$ cat config.mk
export PLATFORM = sky130hd
export DESIGN_NAME = ysyx_24100005_mem_arbiter
export DESIGN_NICKNAME = d
export VERILOG_FILES = /design/src/rtl/ysyx_24100005_mem_arbiter_pkg.sv /design/src/rtl/ysyx_24100005_rr_arb2.sv /design/src/rtl/ysyx_24100005_mem_arbiter.sv
export SDC_FILE = /design/constraint.sdc
export NUM_CORES = 1
export LEC_CHECK = 0
export ABC_AREA = 1
export CORE_AREA = 2 2 112 114
export CTS_CLUSTER_SIZE = 40
export DETAILED_ROUTE_END_ITERATION = 10
export DIE_AREA = 0 0 114 116
export DONT_BUFFER_PORTS = 1
export PLACE_DENSITY = 0.62
export REMOVE_ABC_BUFFERS = 1
export SLEW_MARGIN = 20
export SYNTH_ARGS = -nofsm -noshare
export SYNTH_HDL_FRONTEND = slang
export SYNTH_SLANG_ARGS = --single-unit
export TNS_END_PERCENT = 100
$ cat constraint.sdc
create_clock -name clk -period 4.1 [get_ports clk]
set_input_delay 0.82 -clock clk [delete_from_list [all_inputs] [get_ports clk]]
set_output_delay 0.82 -clock clk [all_outputs]
set_load 0.02 [all_outputs]
$ cat src/rtl/ysyx_24100005_mem_arbiter_pkg.sv
// Shared types for the IFU/LSU data-memory arbiter: FSM states, requester IDs
// and the timer-width helper.
package ysyx_24100005_mem_arbiter_pkg;

    localparam int unsigned NUM_REQ = 2;

    typedef enum logic [1:0] {
        S_IDLE  = 2'd0,
        S_ISSUE = 2'd1,
        S_WAIT  = 2'd2,
        S_RESP  = 2'd3
    } state_e;

    typedef enum logic {
        REQ_IFU = 1'b0,
        REQ_LSU = 1'b1
    } req_id_e;

    // A disabled timeout (0) still gets a 1-bit timer so no zero-width vector exists.
    function automatic int unsigned timer_width(input int unsigned timeout);
        if (timeout == 0) begin
            return 1;
        end
        return $clog2(timeout + 1);
    endfunction

endpackage

$ cat src/rtl/ysyx_24100005_rr_arb2.sv
// Two-way round-robin pick: a lone requester wins, on a tie the one that was
// not granted last wins.
module ysyx_24100005_rr_arb2
    import ysyx_24100005_mem_arbiter_pkg::*;
(
    input  logic [NUM_REQ-1:0] req_i,
    input  req_id_e            last_i,
    output logic [NUM_REQ-1:0] gnt_o,
    output req_id_e            gnt_id_o
);

    always_comb begin
        gnt_id_o = REQ_IFU;
        if (req_i[REQ_IFU] && req_i[REQ_LSU]) begin
            gnt_id_o = (last_i == REQ_IFU) ? REQ_LSU : REQ_IFU;
        end else if (req_i[REQ_LSU]) begin
            gnt_id_o = REQ_LSU;
        end
        gnt_o           = '0;
        gnt_o[gnt_id_o] = |req_i;
    end

endmodule

$ cat src/rtl/ysyx_24100005_mem_arbiter.sv
// Shares the single data-memory port between IFU and LSU: one outstanding
// transaction, round-robin on conflict, sticky timeout flag on a stalled memory.
module ysyx_24100005_mem_arbiter
    import ysyx_24100005_mem_arbiter_pkg::*;
#(
    parameter int unsigned ADDR_W  = 32,
    parameter int unsigned DATA_W  = 32,
    parameter int unsigned MASK_W  = 8,
    parameter int unsigned TIMEOUT = 255
) (
    input  logic              clk,
    input  logic              rst,
    input  logic              ifu_req_valid,
    output logic              ifu_req_ready,
    input  logic [ADDR_W-1:0] ifu_req_addr,
    output logic              ifu_resp_valid,
    input  logic              ifu_resp_ready,
    output logic [DATA_W-1:0] ifu_resp_rdata,
    input  logic              lsu_req_valid,
    output logic              lsu_req_ready,
    input  logic [ADDR_W-1:0] lsu_req_addr,
    input  logic              lsu_req_wen,
    input  logic [DATA_W-1:0] lsu_req_wdata,
    input  logic [MASK_W-1:0] lsu_req_wmask,
    output logic              lsu_resp_valid,
    input  logic              lsu_resp_ready,
    output logic [DATA_W-1:0] lsu_resp_rdata,
    output logic              mem_req_valid,
    input  logic              mem_req_ready,
    output logic [ADDR_W-1:0] mem_req_addr,
    output logic              mem_req_wen,
    output logic [DATA_W-1:0] mem_req_wdata,
    output logic [MASK_W-1:0] mem_req_wmask,
    input  logic              mem_resp_valid,
    input  logic [DATA_W-1:0] mem_resp_rdata,
    output logic              timeout_err
);

    localparam int unsigned TMR_W = timer_width(TIMEOUT);

    state_e              state_q, state_d;
    req_id_e             owner_q, owner_d;
    req_id_e             last_q, last_d;
    logic [ADDR_W-1:0]   addr_q, addr_d;
    logic                wen_q, wen_d;
    logic [DATA_W-1:0]   wdata_q, wdata_d;
    logic [MASK_W-1:0]   wmask_q, wmask_d;
    logic [DATA_W-1:0]   rdata_q, rdata_d;
    logic                err_q, err_d;
    logic [TMR_W-1:0]    timer_q, timer_d;

    logic [NUM_REQ-1:0]  gnt;
    req_id_e             gnt_id;
    logic                accept_c;
    logic                timeout_hit_c;
    logic                owner_ready_c;

    ysyx_24100005_rr_arb2 u_rr_arb2 (
        .req_i    ({lsu_req_valid, ifu_req_valid}),
        .last_i   (last_q),
        .gnt_o    (gnt),
        .gnt_id_o (gnt_id)
    );

    assign accept_c      = (state_q == S_IDLE) && (|gnt);
    assign timeout_hit_c = (TIMEOUT != 0) && (timer_q == TMR_W'(TIMEOUT));
    assign owner_ready_c = (owner_q == REQ_LSU) ? lsu_resp_ready : ifu_resp_ready;

    // State register
    always_ff @(posedge clk or posedge rst) begin
        if (rst) begin
            state_q <= S_IDLE;
        end else begin
            state_q <= state_d;
        end
    end

    // Next-state logic
    always_comb begin
        state_d = state_q;
        unique case (state_q)
            S_IDLE:  if (accept_c) state_d = S_ISSUE;
            S_ISSUE: if (mem_req_ready) state_d = mem_resp_valid ? S_RESP : S_WAIT;
            S_WAIT:  if (mem_resp_valid || timeout_hit_c) state_d = S_RESP;
            S_RESP:  if (owner_ready_c) state_d = S_IDLE;
            default: state_d = S_IDLE;
        endcase
    end

    // FSM outputs; request ready is masked during reset so nothing handshakes
    always_comb begin
        ifu_req_ready  = 1'b0;
        lsu_req_ready  = 1'b0;
        mem_req_valid  = 1'b0;
        ifu_resp_valid = 1'b0;
        lsu_resp_valid = 1'b0;
        unique case (state_q)
            S_IDLE: begin
                ifu_req_ready = !rst && gnt[REQ_IFU];
                lsu_req_ready = !rst && gnt[REQ_LSU];
            end
            S_ISSUE: mem_req_valid = 1'b1;
            S_RESP: begin
                ifu_resp_valid = (owner_q == REQ_IFU);
                lsu_resp_valid = (owner_q == REQ_LSU);
            end
            default: ;
        endcase
    end

    // Request capture, WAIT timer and response data
    always_comb begin
        owner_d = owner_q;
        last_d  = last_q;
        addr_d  = addr_q;
        wen_d   = wen_q;
        wdata_d = wdata_q;
        wmask_d = wmask_q;
        rdata_d = rdata_q;
        err_d   = err_q;
        timer_d = timer_q;
        if (accept_c) begin
            owner_d = gnt_id;
            last_d  = gnt_id;
            if (gnt_id == REQ_IFU) begin
                addr_d  = ifu_req_addr;
                wen_d   = 1'b0;
                wdata_d = '0;
                wmask_d = '0;
            end else begin
                addr_d  = lsu_req_addr;
                wen_d   = lsu_req_wen;
                wdata_d = lsu_req_wdata;
                wmask_d = lsu_req_wmask;
            end
        end
        if (state_q == S_ISSUE && mem_req_ready) begin
            timer_d = TMR_W'(1);
            if (mem_resp_valid) begin
                rdata_d = mem_resp_rdata;
            end
        end
        if (state_q == S_WAIT) begin
            if (mem_resp_valid) begin
                rdata_d = mem_resp_rdata;
            end else if (timeout_hit_c) begin
                rdata_d = '0;
                err_d   = 1'b1;
            end else if (timer_q != {TMR_W{1'b1}}) begin
                timer_d = timer_q + TMR_W'(1);
            end
        end
    end

    always_ff @(posedge clk or posedge rst) begin
        if (rst) begin
            owner_q <= REQ_IFU;
            last_q  <= REQ_LSU;
            addr_q  <= '0;
            wen_q   <= 1'b0;
            wdata_q <= '0;
            wmask_q <= '0;
            rdata_q <= '0;
            err_q   <= 1'b0;
            timer_q <= '0;
        end else begin
            owner_q <= owner_d;
            last_q  <= last_d;
            addr_q  <= addr_d;
            wen_q   <= wen_d;
            wdata_q <= wdata_d;
            wmask_q <= wmask_d;
            rdata_q <= rdata_d;
            err_q   <= err_d;
            timer_q <= timer_d;
        end
    end

    assign mem_req_addr   = addr_q;
    assign mem_req_wen    = wen_q;
    assign mem_req_wdata  = wdata_q;
    assign mem_req_wmask  = wmask_q;
    assign ifu_resp_rdata = rdata_q;
    assign lsu_resp_rdata = rdata_q;
    assign timeout_err    = err_q;

endmodule

# --- After elaboration in Yosys (flattened, before gate mapping) ---
# Cells that the tools add are included.
word_totals:
  mem_bits_rw: 0
  register_bits: 118
  mem_count: 0
  latch_bits: 0
  output_inout_bits: 143
  mem_bits_ro: 0
classes:
  n_mux: 31
  n_reduce_logical: 13
  addsub: 1
  n_lt_le_gt_ge: 2
  n_div: 0
  n_bitwise: 3
  n_eq_ne: 9
  mul: 0
  shift: 0
op_table:
  columns: ["operator", "count"]
  rows:
  - ["2-to-1 mux 32 bit", 7]
  - ["2-to-1 mux 8 bit", 6]
  - ["2-to-1 mux 1 bit", 12]
  - ["adder 8 x 1 -> 8 bit, second input constant", 1]
  - ["equality test 8 bit, second input constant", 1]
  - ["2-to-1 mux 2 bit", 4]
  - ["inequality test 2 bit, second input constant", 4]
  - ["inequality test 8 bit, second input constant", 1]
  - ["case mux 2 bit (4 select lines)", 1]
  - ["logical AND 1 bit", 6]
  - ["equality test 2 bit, second input constant", 2]
  - ["AND reduction 4 bit", 1]
  - ["OR reduction 2 bit", 2]
  - ["AND reduction 3 bit", 1]
  - ["AND 2 bit", 1]
  - ["equality test 2 x 1 -> 1 bit, second input constant", 1]
  - ["logical NOT 2 bit", 1]
  - ["< comparator 1 x 2 -> 1 bit, second input constant", 1]
  - ["NOT 1 bit", 2]
  - ["demux 1 bit (select 1 bit)", 1]
  - ["greater-or-equal comparator 1 bit, second input constant", 1]
  - ["logical NOT 1 bit", 1]
  - ["logical OR 1 bit", 1]

# --- Logic depth before layout (Yosys ltp) ---
# Gate-level depths: netlist of run 1.
depth:
  depth_word: 11
  depth_mapped: 10
  ltp_nobuf: 9

# --- Hierarchy ---
# From an unflattened synthesis of run 1, not the netlist that was laid out.
unflattened:
  cells_unflattened: 749
  area_unflattened_um2: 5977.0
by_module_without_submodules:
  columns: ["mod", "instances", "area_each_um2", "cells_per_inst"]
  rows:
  - ["ysyx_24100005_mem_arbiter", 1, 5952.0, 743]
  - ["ysyx_24100005_rr_arb2", 1, 25.0, 6]

# --- Worst setup path after synthesis of run 1 ---
# OpenSTA, ideal clock, no wires.
synth_timing:
  path_kind: "input to output"
  start: "input lsu_req_valid"
  end: "output ifu_req_ready"
  n_path_buf: 2
  arrival_time_ns: 1.622
  slack_ns: 1.658
  path_stages: 6
  required_time_ns: 3.280
  cell_sequence: "nor2_1 nor2_4 inv_2 buf_6 buf_2 nor3_2"
synth_via:
  elab_chain_cells: 9
  word_cells_on_any_way: 12
  cone_classes: "order compare: 2; mux: 5; bitwise: 1; reduce/logical: 4"
synth_rtl:
  columns: ["item", "line", "source"]
  rows:
  - ["start: declaration", "ysyx_24100005_mem_arbiter.sv:19", "input logic lsu_req_valid,"]
  - ["2-to-1 mux 1 bit or logical AND 1 bit (tied branches)", "ysyx_24100005_rr_arb2.sv:16, ysyx_24100005_rr_arb2.sv:14", null]
  - ["2-to-1 mux 1 bit", "ysyx_24100005_rr_arb2.sv:14", "if (req_i[REQ_IFU] && req_i[REQ_LSU]) begin"]
  - ["< comparator 1 x 2 -> 1 bit (implied by the code) or greater-or-equal comparator 1 bit (tied branches)", "ysyx_24100005_rr_arb2.sv:20", "gnt_o[gnt_id_o] = |req_i;"]
  - ["logical AND 1 bit (implied by the code)", "ysyx_24100005_rr_arb2.sv:20", null]
  - ["2-to-1 mux 1 bit (implied by the code)", "ysyx_24100005_rr_arb2.sv:20", null]
  - ["demux 1 bit (select 1 bit)", null, null]
  - ["AND 2 bit (no line) *", null, null]
  - ["logical AND 1 bit *", "ysyx_24100005_mem_arbiter.sv:99", "ifu_req_ready = !rst && gnt[REQ_IFU];"]
  - ["2-to-1 mux 1 bit *", "ysyx_24100005_mem_arbiter.sv:97", "unique case (state_q)"]
  - ["end: declaration", "ysyx_24100005_mem_arbiter.sv:14", "output logic ifu_req_ready,"]
# Mark *: on every way between the ends. The rest lies on a longest branch, timed or not.

# --- Final worst setup path of run 1 ---
layout_timing:
  start: "register state_q[0]"
  end: "output ifu_req_ready"
layout_via:
  elab_chain_cells: 2
layout_rtl:
  columns: ["item", "line", "source"]
  rows:
  - ["start: declaration", "ysyx_24100005_mem_arbiter.sv:41", "state_e state_q, state_d;"]
  - ["start signal: assignment", "ysyx_24100005_mem_arbiter.sv:74", "state_q <= state_d;"]
  - ["logical NOT 2 bit", "ysyx_24100005_mem_arbiter.sv:97", null]
  - ["2-to-1 mux 1 bit", "ysyx_24100005_mem_arbiter.sv:97", null]
# Every way passes these cells.

==> results.cfg, run 1 <==
[worst_setup_path]
cp_data_required_time_ns = 3.28
timing.critical_path.from = state_q[0]
worst_setup_path_start_kind = flop
timing.setup.critical_path_class = flop to output pin
end_kind = output pin
cp_max_fo = 34
regToRegStartpoint = state_q[1]
arrival_ns = 2.11

[power_and_ir_drop]
switching_share_pct = 45.7
cellLeakagePower_nw = 3.15
internal_power_mw = 3.20
share_clk_of_total_power_pct = 25.6
part_of_the_total_power_dissipated_in_sequential_elements_pct = 50.6
netSwitchingPower_mw = 2.69
power_per_cell_area_nw_per_um2 = 957
vdd_ir_drop_max_uv = 461
power_frac_comb_pct = 23.7

[clock_network]
cts-htree-levels = 4
clk_root_buf = clkbuf_16
post_cts_resized = 0
cts-hold-fix-buffers = 0
insertion_delay_ns = 0.41
clockBufferDepth = 2
clock_tree_from_tritoncts = yes
cts_inserted_buffers = 17
clk_pin_slew_ns = 0.06
cts_setup_buffers = 0
tritoncts_num_sinks = 118

[detailed_routing]
detailroute.wirelength.met3_um = 1050
detail_route.vias_per_cell = 5.49
routed_wire_length_per_instance_um = 17.3
drcViolationCount = 0
num_vias = 4428
detailedRoute.firstPassIterationCount = 6
dr.first_iter.drc_count = 259
routed_wirelength_um = 13900
drt.antenna.violating_nets = 0
route.layer.met1.wl_um = 5380
detailroute.wirelength.met2_um = 7080
routed.top_layer = met4

[timing]
fin_worst_hold_slack_ns = 0.437
layout_worst_path_cycle_share_pct = 71.5
timing.setup.tns_ns = 0
unrepaired_setup_endpoints_after_global_routing = no
count_of_final_setup_violators = 0
worst_pin_slew_ns = 0.883
fin_crit_ns = 2.93
timing.clock.skew_ns = 0.00598
timing.fmax_mhz = 341
postLayoutSetupSlackWorst_ns = 1.17
relSlewSlack_pct = 41.0
final-max-slew-violation-count = 0
hold_violations = 0

[die]
fp.dieArea_um2 = 13200
core_um2 = 11900
io-pin-count = 288
initial_core_util_pct = 48.5
die_h_um = 116
die_x_um = 114
num_rows = 40

[finish]
finalNonFillerCells = 807
finish.net_count = 797
synthToLayoutAreaGrowth_pct = 6.56
layout-drive-gt1-share_pct = 9.86

[global_route]
grt_pass1_vias = 4141
global_route_wire_length_before_repair_um = 20900
grt_antenna_before_repair = 1
grt_max_degree = 75
grt.overflow.total = 0
globalRouteTotalUtil_pct = 20.6

[run_status]
status = finished clean

[placement]
gp_routability_congestion = 0.847
place_worst_setup_slack_ns = 1.53
number_of_instances_in_the_placed_design = 775
port_buffers = 0
dpl_hpwl_um = 9720

[min_path]
min-delay-path-class = input port to asynchronous set/reset pin

[synth]
avgSynthCellArea_um2 = 8.33
post_synth_num_cell_types = 30
synthesis.area_um2 = 5780
synth.yosys.seq_area_share_pct = 51.1
postSynthRegisterBits = 118
postSynthCellCount = 694
synth-warning-count = 0

[flow_run]
timing.max_cap.violations = 0
logic make-up after synthesis:
| family | share of synthesized area, % |
|---|---|
| AOI/OAI and AO/OA | 11.5 |
| xor gates and xnor gates | 0.152 |
| adders and majority gates | 1.08 |
| buffers and inverters | 11.6 |
| DFF | 51.1 |
| and+or+nand+nor | 24.5 |
layout make-up:
cell class / instances / area (um^2)
Tap cell: 147 / 184
Antenna cell: 1 / 2.50
Clock inverter: 9 / 124
Sequential cell: 118 / 2950
Fill cell: 1105 / 5750
Inverter: 49 / 186
Clock buffer: 22 / 484
Timing Repair Buffer: 7 / 65.1
Multi-Input combinational cell: 454 / 2160
worst paths after layout:
| check | depth (start not counted) | end | slack, ns |
|---|---|---|---|
| setup / recovery | 7 | ifu_req_ready | 1.17 |
| setup reg to reg | 6 | ifu_resp_rdata[22] | 1.61 |
| hold reg to reg | 2 | last_q | 0.48 |
| hold / removal | 1 | mem_req_wdata[22] | 0.44 |
| max in group asynchronous | 2 | mem_req_addr[26] | 2.86 |
| min in group clk | 2 | last_q | 0.48 |
metal layers:
layer,GRT usage (%),vias to the layer above
li1,-,2125
met1,22.5,2085
met2,35.4,184
met3,6.64,34
met4,11.7,0
met5,0,-
through the flow:
step,util [%],power (mW),area [um^2]
6_report,51.7,5.89,6160
5_1_grt,51.7,6.27,6160
3_3_place_gp,46.6,4.34,5550
3_5_place_dp,46.6,4.41,5550
2_1_floorplan,-,3.95,5290
4_1_cts,51.7,5.94,6150
cell usage in the layout (no fill, tap or decap), types with 6 or more instances in the layout:
cell type  instances
buf_4              6
clkbuf_16         17
dfrtp_1          117
inv_1             43
nand2_1          180
nand3_1           84
nor2_1            39
o21ai_0           48
o21ai_1           68
flip-flops by register name, indices dropped and copies added (netlist names):
| register | flops |
|---|---|
| state_q | 2 |
| ifu_resp_rdata | 32 |
| mem_req_addr | 32 |
| timeout_err | 1 |
| mem_req_wmask | 8 |
| last_q | 1 |
| mem_req_wdata | 32 |
| owner_q | 1 |
| timer_q | 8 |
| mem_req_wen | 1 |
Yosys cell counts:
master / count / share of area, %
a21oi_1: 4 / 0.35
buf_2: 19 / 1.6
buf_4: 35 / 4.5
buf_6: 6 / 1.2
buf_8: 1 / 0.26
clkbuf_1: 12 / 0.78
dfrtp_1: 117 / 51
dfstp_2: 1 / 0.45
ha_1: 5 / 1.1
inv_1: 44 / 2.9
inv_2: 5 / 0.32
nand2_1: 180 / 12
nand2_2: 5 / 0.54
nand2_4: 2 / 0.39
nand3_1: 84 / 7.3
nand3_2: 1 / 0.17
nand3_4: 1 / 0.30
nand3b_1: 1 / 0.13
nand4_1: 1 / 0.11
nor2_1: 39 / 2.5
nor2_2: 1 / 0.11
nor2_4: 2 / 0.39
nor2_8: 2 / 0.69
nor3_2: 1 / 0.17
o211ai_1: 2 / 0.26
o21ai_0: 48 / 4.2
o21ai_1: 68 / 5.9
o21ai_2: 5 / 0.76
o21bai_1: 1 / 0.13
xnor2_1: 1 / 0.15
critical path, cell delays in order (launching register included):
cell     delay, ns
dfrtp_1       0.43
inv_1         0.11
ha_2          0.19
inv_2         0.06
nor2_4        0.53
inv_2         0.09
nor3_2        0.13
buf_4         0.16
power by group through the flow:
stage	Clock, mW	Combinational [mW]	Sequential, mW
finish	1.51	1.40	2.98
global placement	0	1.34	3.00
floorplan	0	1.10	2.85
detailed placement	0	1.41	3.00
global route	1.59	1.63	3.06
CTS	1.54	1.41	2.99
(Power assumes the default switching activity.)
==> inputs of run 2 (changes only) <==
Settings changed: ABC_AREA 1 to 0, PLACE_DENSITY 0.62 to 0.54.
Clock period 4.1 ns to 2.9 ns, I/O delays scaled along.
==> results.cfg, run 2 <==
[die]
initial_core_util_pct = 43.2
die_x_um = 114
core_um2 = 11900
die_h_um = 116
io-pin-count = 288
fp.dieArea_um2 = 13200
num_rows = 40

[placement]
port_buffers = 0
gp_routability_congestion = 0.742
dpl_hpwl_um = 7570

[timing]
layout_worst_path_cycle_share_pct = 79.0
hold_violations = 0
fin_worst_hold_slack_ns = 0.202
worst_pin_slew_ns = 0.805
final-max-slew-violation-count = 0
unrepaired_setup_endpoints_after_global_routing = no
fin_crit_ns = 2.29
timing.clock.skew_ns = 0.0161
timing.fmax_mhz = 436
timing.setup.tns_ns = 0
count_of_final_setup_violators = 0
relSlewSlack_pct = 46.2

[synth]
avgSynthCellArea_um2 = 12.4
synthArstFlopShare_pct = 100
yosysMostFrequentCell = dfrtp_1
synthesis.area_um2 = 5150
synth.area.top_cells = dfrtp_1, a22o_1, mux2i_1
synth.top_cell.area_share_pct = 56.8
synth-warning-count = 0
ys_dominant_reg_cell = dfrtp_1
synth_area_leader_cell = dfrtp_1
synth.yosys.seq_area_share_pct = 57.3
post_synth_num_cell_types = 42
postSynthRegisterBits = 118
synth-edff-count = 0
synth.cells.most_frequent = dfrtp_1, a22o_1, nand2_1, buf_4
postSynthCellCount = 417

[worst_setup_path]
number_of_cells_traversed_by_the_worst_register_to_register_path = 6
arrival_ns = 1.71
regToRegStartpoint = state_q[1]
cp_max_fo = 6
cp_data_required_time_ns = 2.32
reg2reg_setup_slack_ns = 0.83
timing.setup.critical_path_class = flop to output pin
worst_setup_path_start_kind = flop
endpoint_of_the_most_critical_register_to_register_path = ifu_resp_rdata[21]
end_kind = output pin

[clock_network]
clk_root_buf = clkbuf_16
cts-hold-fix-buffers = 0
cts_setup_buffers = 0
post_cts_resized = 0
cts-htree-levels = 4
clockBufferDepth = 2
tritoncts_num_sinks = 118
clock_tree_from_tritoncts = yes
insertion_delay_ns = 0.42
cts_inserted_buffers = 17
clk_pin_slew_ns = 0.05

[global_route]
globalRouteTotalUtil_pct = 16.6
grt.overflow.total = 0
grt_antenna_before_repair = 0
global_route_wire_length_before_repair_um = 16500
grt_pass1_vias = 3076
grt_max_degree = 119

[power_and_ir_drop]
vdd_ir_drop_max_uv = 627
cellLeakagePower_nw = 2.68
power_per_cell_area_nw_per_um2 = 1400

[flow_run]
timing.max_cap.violations = 0

[finish]
layout.filler_cells = 1075
finish.net_count = 533
layout_common_cells = dfrtp_1, a22o_1, nand2_1
insertedDiodeCount = 0
layout-drive-gt1-share_pct = 12.9
synthToLayoutAreaGrowth_pct = 8.77
postLayoutCoreUtil_pct = 47.0
final_common_cell = dfrtp_1

[run_status]
status = finished clean

[detailed_routing]
num_vias = 3100
routed_wire_length_per_instance_um = 20.5
detail_route.vias_per_cell = 5.72
routed_wirelength_um = 11100
dr.first_iter.drc_count = 221
drt.antenna.violating_nets = 0
drcViolationCount = 0
detailedRoute.firstPassIterationCount = 4

[min_path]
min-delay-path-class = input port to asynchronous set/reset pin
[run 2: cell count changes after synthesis, moves of 12 or more]
cell and change:
nand2_1 -141, nand3_1 -82, a22o_1 +73, o21ai_1 -68
inv_1 -41, nor2_1 -36, mux2i_1 +34, o21ai_0 -14
buf_2 -12
[run 2: critical path: stages, from the launching register on]
cell and delay, ns:
dfrtp_1 0.41, inv_1 0.12, ha_1 0.29, o21ai_4 0.10
nor3_1 0.20, buf_4 0.18
[run 2: report_power, final]
part / internal, mW / leakage [nW] / total (mW) / switching, mW
Combinational: 0.760 / 0.891 / 1.56 / 0.802
Sequential: 2.39 / 1.50 / 4.16 / 1.78
Clock: 1.41 / 0.292 / 2.11 / 0.708
Total: 4.55 / 2.68 / 7.84 / 3.29
[run 2: cell type report]
type / count / area, um^2 / area share, %
clock buffer: 22 / 474 / 8.46
clock inverter: 9 / 125 / 2.23
inverter: 3 / 13.8 / 0.246
multi-input combinational: 237 / 1780 / 31.8
sequential: 118 / 2950 / 52.7
tap: 147 / 184 / 3.28
timing repair buffer: 6 / 70.1 / 1.25
[run 2: worst max path at each step]
stage / start / end / slack [ns]
detailed placement: state_q[1] / ifu_resp_rdata[7] / 0.80
global route: state_q[1] / ifu_req_ready / 0.48
finish: state_q[0] / ifu_req_ready / 0.61
floorplan: lsu_req_valid / mem_req_wdata[0] / -1.29
global placement: state_q[1] / ifu_resp_rdata[11] / 0.89
CTS: state_q[0] / ifu_req_ready / 0.58
[run 2: metrics by stage]
step | setup WS (ns) | cell area (um^2) | power, mW | instances
finish | 0.609 | 5600 | 7.84 | 542
global route | 0.476 | 5600 | 8.28 | 542
CTS | 0.577 | 5600 | 7.94 | 542
detailed placement | 0.798 | 5000 | 5.78 | 511
global placement | 0.895 | 5000 | 5.73 | 511
floorplan | -1.29 | 4730 | 5.27 | 358
[run 2: metal layers]
metal  wire, um  global-route usage (%)  share of wire, %
met1       4570                    20.8                41
met2       5490                    25.1                49
met3        872                    6.69               7.8
met4        201                    7.80               1.8
met5          0                       0                 0
[run 2: cell families (layout without fill, tap and decap cells)]
group	Yosys count	in the layout	share of synthesized area, %
multiplexers	35	35	6.90
AO/OA/AOI/OAI	129	129	19.3
AND/OR/NAND/NOR	67	67	6.58
flip-flops	118	118	57.3
buffers and inverters	62	40	8.48
XOR/XNOR	1	1	0.170
adder cells (fa/ha/maj)	5	5	1.21
==> inputs of run 3 (changes only) <==
Settings changed: ABC_AREA 0 to 1, PLACE_DENSITY 0.54 to 0.6.
Clock period 2.9 ns to 2.31 ns, I/O delays scaled along.
==> results.cfg, run 3 (synthesis results as in run 1) <==
[clock_network]
clk_root_buf = clkbuf_16
clock_tree_from_tritoncts = yes
insertion_delay_ns = 0.41
clockBufferDepth = 2
post_cts_resized = 0
cts-htree-levels = 4
clk_pin_slew_ns = 0.05
tritoncts_num_sinks = 118
cts_inserted_buffers = 17

[worst_setup_path]
cp_data_required_time_ns = 1.85
critPathMostFrequentCell = inv_2
crit_path_largest_cell_delay_ns = 0.43
arrival_ns = 1.63
worst_setup_path_start_kind = flop
slowest_stage = dfrtp_1
timing.critical_path.cells = inv_1 > ha_2 > inv_2 > nor2_4 > inv_2 > nor3_2 > buf_4
timing.setup.critical_path_class = flop to output pin
end_kind = output pin
cp_max_fo = 6

[global_route]
global_route_wire_length_before_repair_um = 22600
globalRouteTotalUtil_pct = 22.3
grt_pass1_vias = 4328
grt_antenna_before_repair = 2
grt_max_degree = 75
grt.overflow.total = 0

[detailed_routing]
detailedRoute.firstPassIterationCount = 4
dr.first_iter.drc_count = 340
routed_wirelength_um = 14600
drt.antenna.violating_nets = 0
num_vias = 4504
detail_route.vias_per_cell = 5.53
drcViolationCount = 0
routed_wire_length_per_instance_um = 17.9

[timing]
fin_crit_ns = 2.09
count_of_final_setup_violators = 0
unrepaired_setup_endpoints_after_global_routing = no
final-max-slew-violation-count = 0
relSlewSlack_pct = 47.0
timing.fmax_mhz = 478
timing.clock.skew_ns = 0.00582
hold_violations = 0
postLayoutSetupSlackWorst_ns = 0.220
worst_pin_slew_ns = 0.795
fin_worst_hold_slack_ns = 0.191
layout_worst_path_cycle_share_pct = 90.5

[power_and_ir_drop]
power_frac_comb_pct = 24.6
power_per_cell_area_nw_per_um2 = 1680
netSwitchingPower_mw = 4.80
vdd_ir_drop_max_uv = 688
share_clk_of_total_power_pct = 24.0
internal_power_mw = 5.57
part_of_the_total_power_dissipated_in_sequential_elements_pct = 51.4
switching_share_pct = 46.3
cellLeakagePower_nw = 3.17

[finish]
layout.area.seq_um2 = 2950
layout_common_cells = nand2_1, dfrtp_1, nand3_1
finish.instance_area_um2 = 6190
multi_input_comb_area_um2 = 2160
layout.filler_cells = 1135
layout-drive-gt1-share_pct = 10.2
postLayoutCoreUtil_pct = 52.0
finish.net_count = 805
synthToLayoutAreaGrowth_pct = 7.12
final_common_cell = nand2_1

[die]
io-pin-count = 288
core_um2 = 11900
fp.dieArea_um2 = 13200
die_h_um = 116
initial_core_util_pct = 48.5
num_rows = 40
die_x_um = 114

[flow_run]
timing.max_cap.violations = 0

[min_path]
min-delay-path-class = input port to flop

[placement]
dpl_hpwl_um = 10300
placement.cell_area_um2 = 5610
place_worst_setup_slack_ns = 0.451
port_buffers = 0
gp_routability_congestion = 0.825

[run_status]
status = finished clean
run 3: path summary, 6_finish.rpt:
kind | startpoint | endpoint | slack [ns] | depth (start not counted)
max | state_q[0] | ifu_req_ready | 0.22 | 7
min in group asynchronous | rst | ifu_resp_rdata[16] | 0.61 | 2
max reg2reg | state_q[0] | mem_req_addr[24] | 0.42 | 8
min | lsu_req_wdata[22] | mem_req_wdata[22] | 0.19 | 2
max in group asynchronous | rst | mem_req_wdata[19] | 0.99 | 3
min reg2reg | last_q | last_q | 0.47 | 2
run 3: worst max-delay path, delay by kind of cell, from the launching register on:
kind | cells | cell delay (ns)
AND/OR/NAND/NOR | 2 | 0.20
buffers and inverters | 4 | 0.39
adder cells (fa/ha/maj) | 1 | 0.21
flip-flops | 1 | 0.43
run 3: per-layer routing:
metal  vias up  wire length (um)  global-route usage, %
met2       175              7270                   36.1
met4         0               376                   11.4
met5         -                 0                      0
met3        28              1200                   7.48
li1       2138                 -                      -
met1      2163              5760                   26.8
run 3: metrics by stage:
step | total power [mW] | cells | setup TNS, ns
floorplan | 7.00 | 621 | -173.06
global placement | 7.77 | 782 | 0
detailed placement | 7.93 | 782 | 0
CTS | 10.5 | 813 | 0
global route | 11.1 | 814 | 0
finish | 10.4 | 815 | 0
run 3: what timing repair did:
item / in CTS / in global routing
endpoints found under the setup margin: 0 / 0
hold buffers: 1 / 0
hold endpoints to repair: 34 / 0
setup buffers: 0 / 0
run 3: power groups by stage:
stage | sequential (mW) | combinational [mW] | clock, mW
finish | 5.33 | 2.55 | 2.49
floorplan | 5.05 | 1.95 | 0
detailed placement | 5.36 | 2.57 | 0
global route | 5.47 | 2.99 | 2.62
global placement | 5.34 | 2.43 | 0
CTS | 5.34 | 2.58 | 2.53
run 3: final cells by class:
cell class,count,share of cell area (%)
timing repair buffer,15,2.26
multi-input combinational,454,34.8
tap,147,2.97
inverter,49,3.01
antenna,2,0.0809
clock inverter,3,0.647
clock buffer,27,8.45
sequential,118,47.7
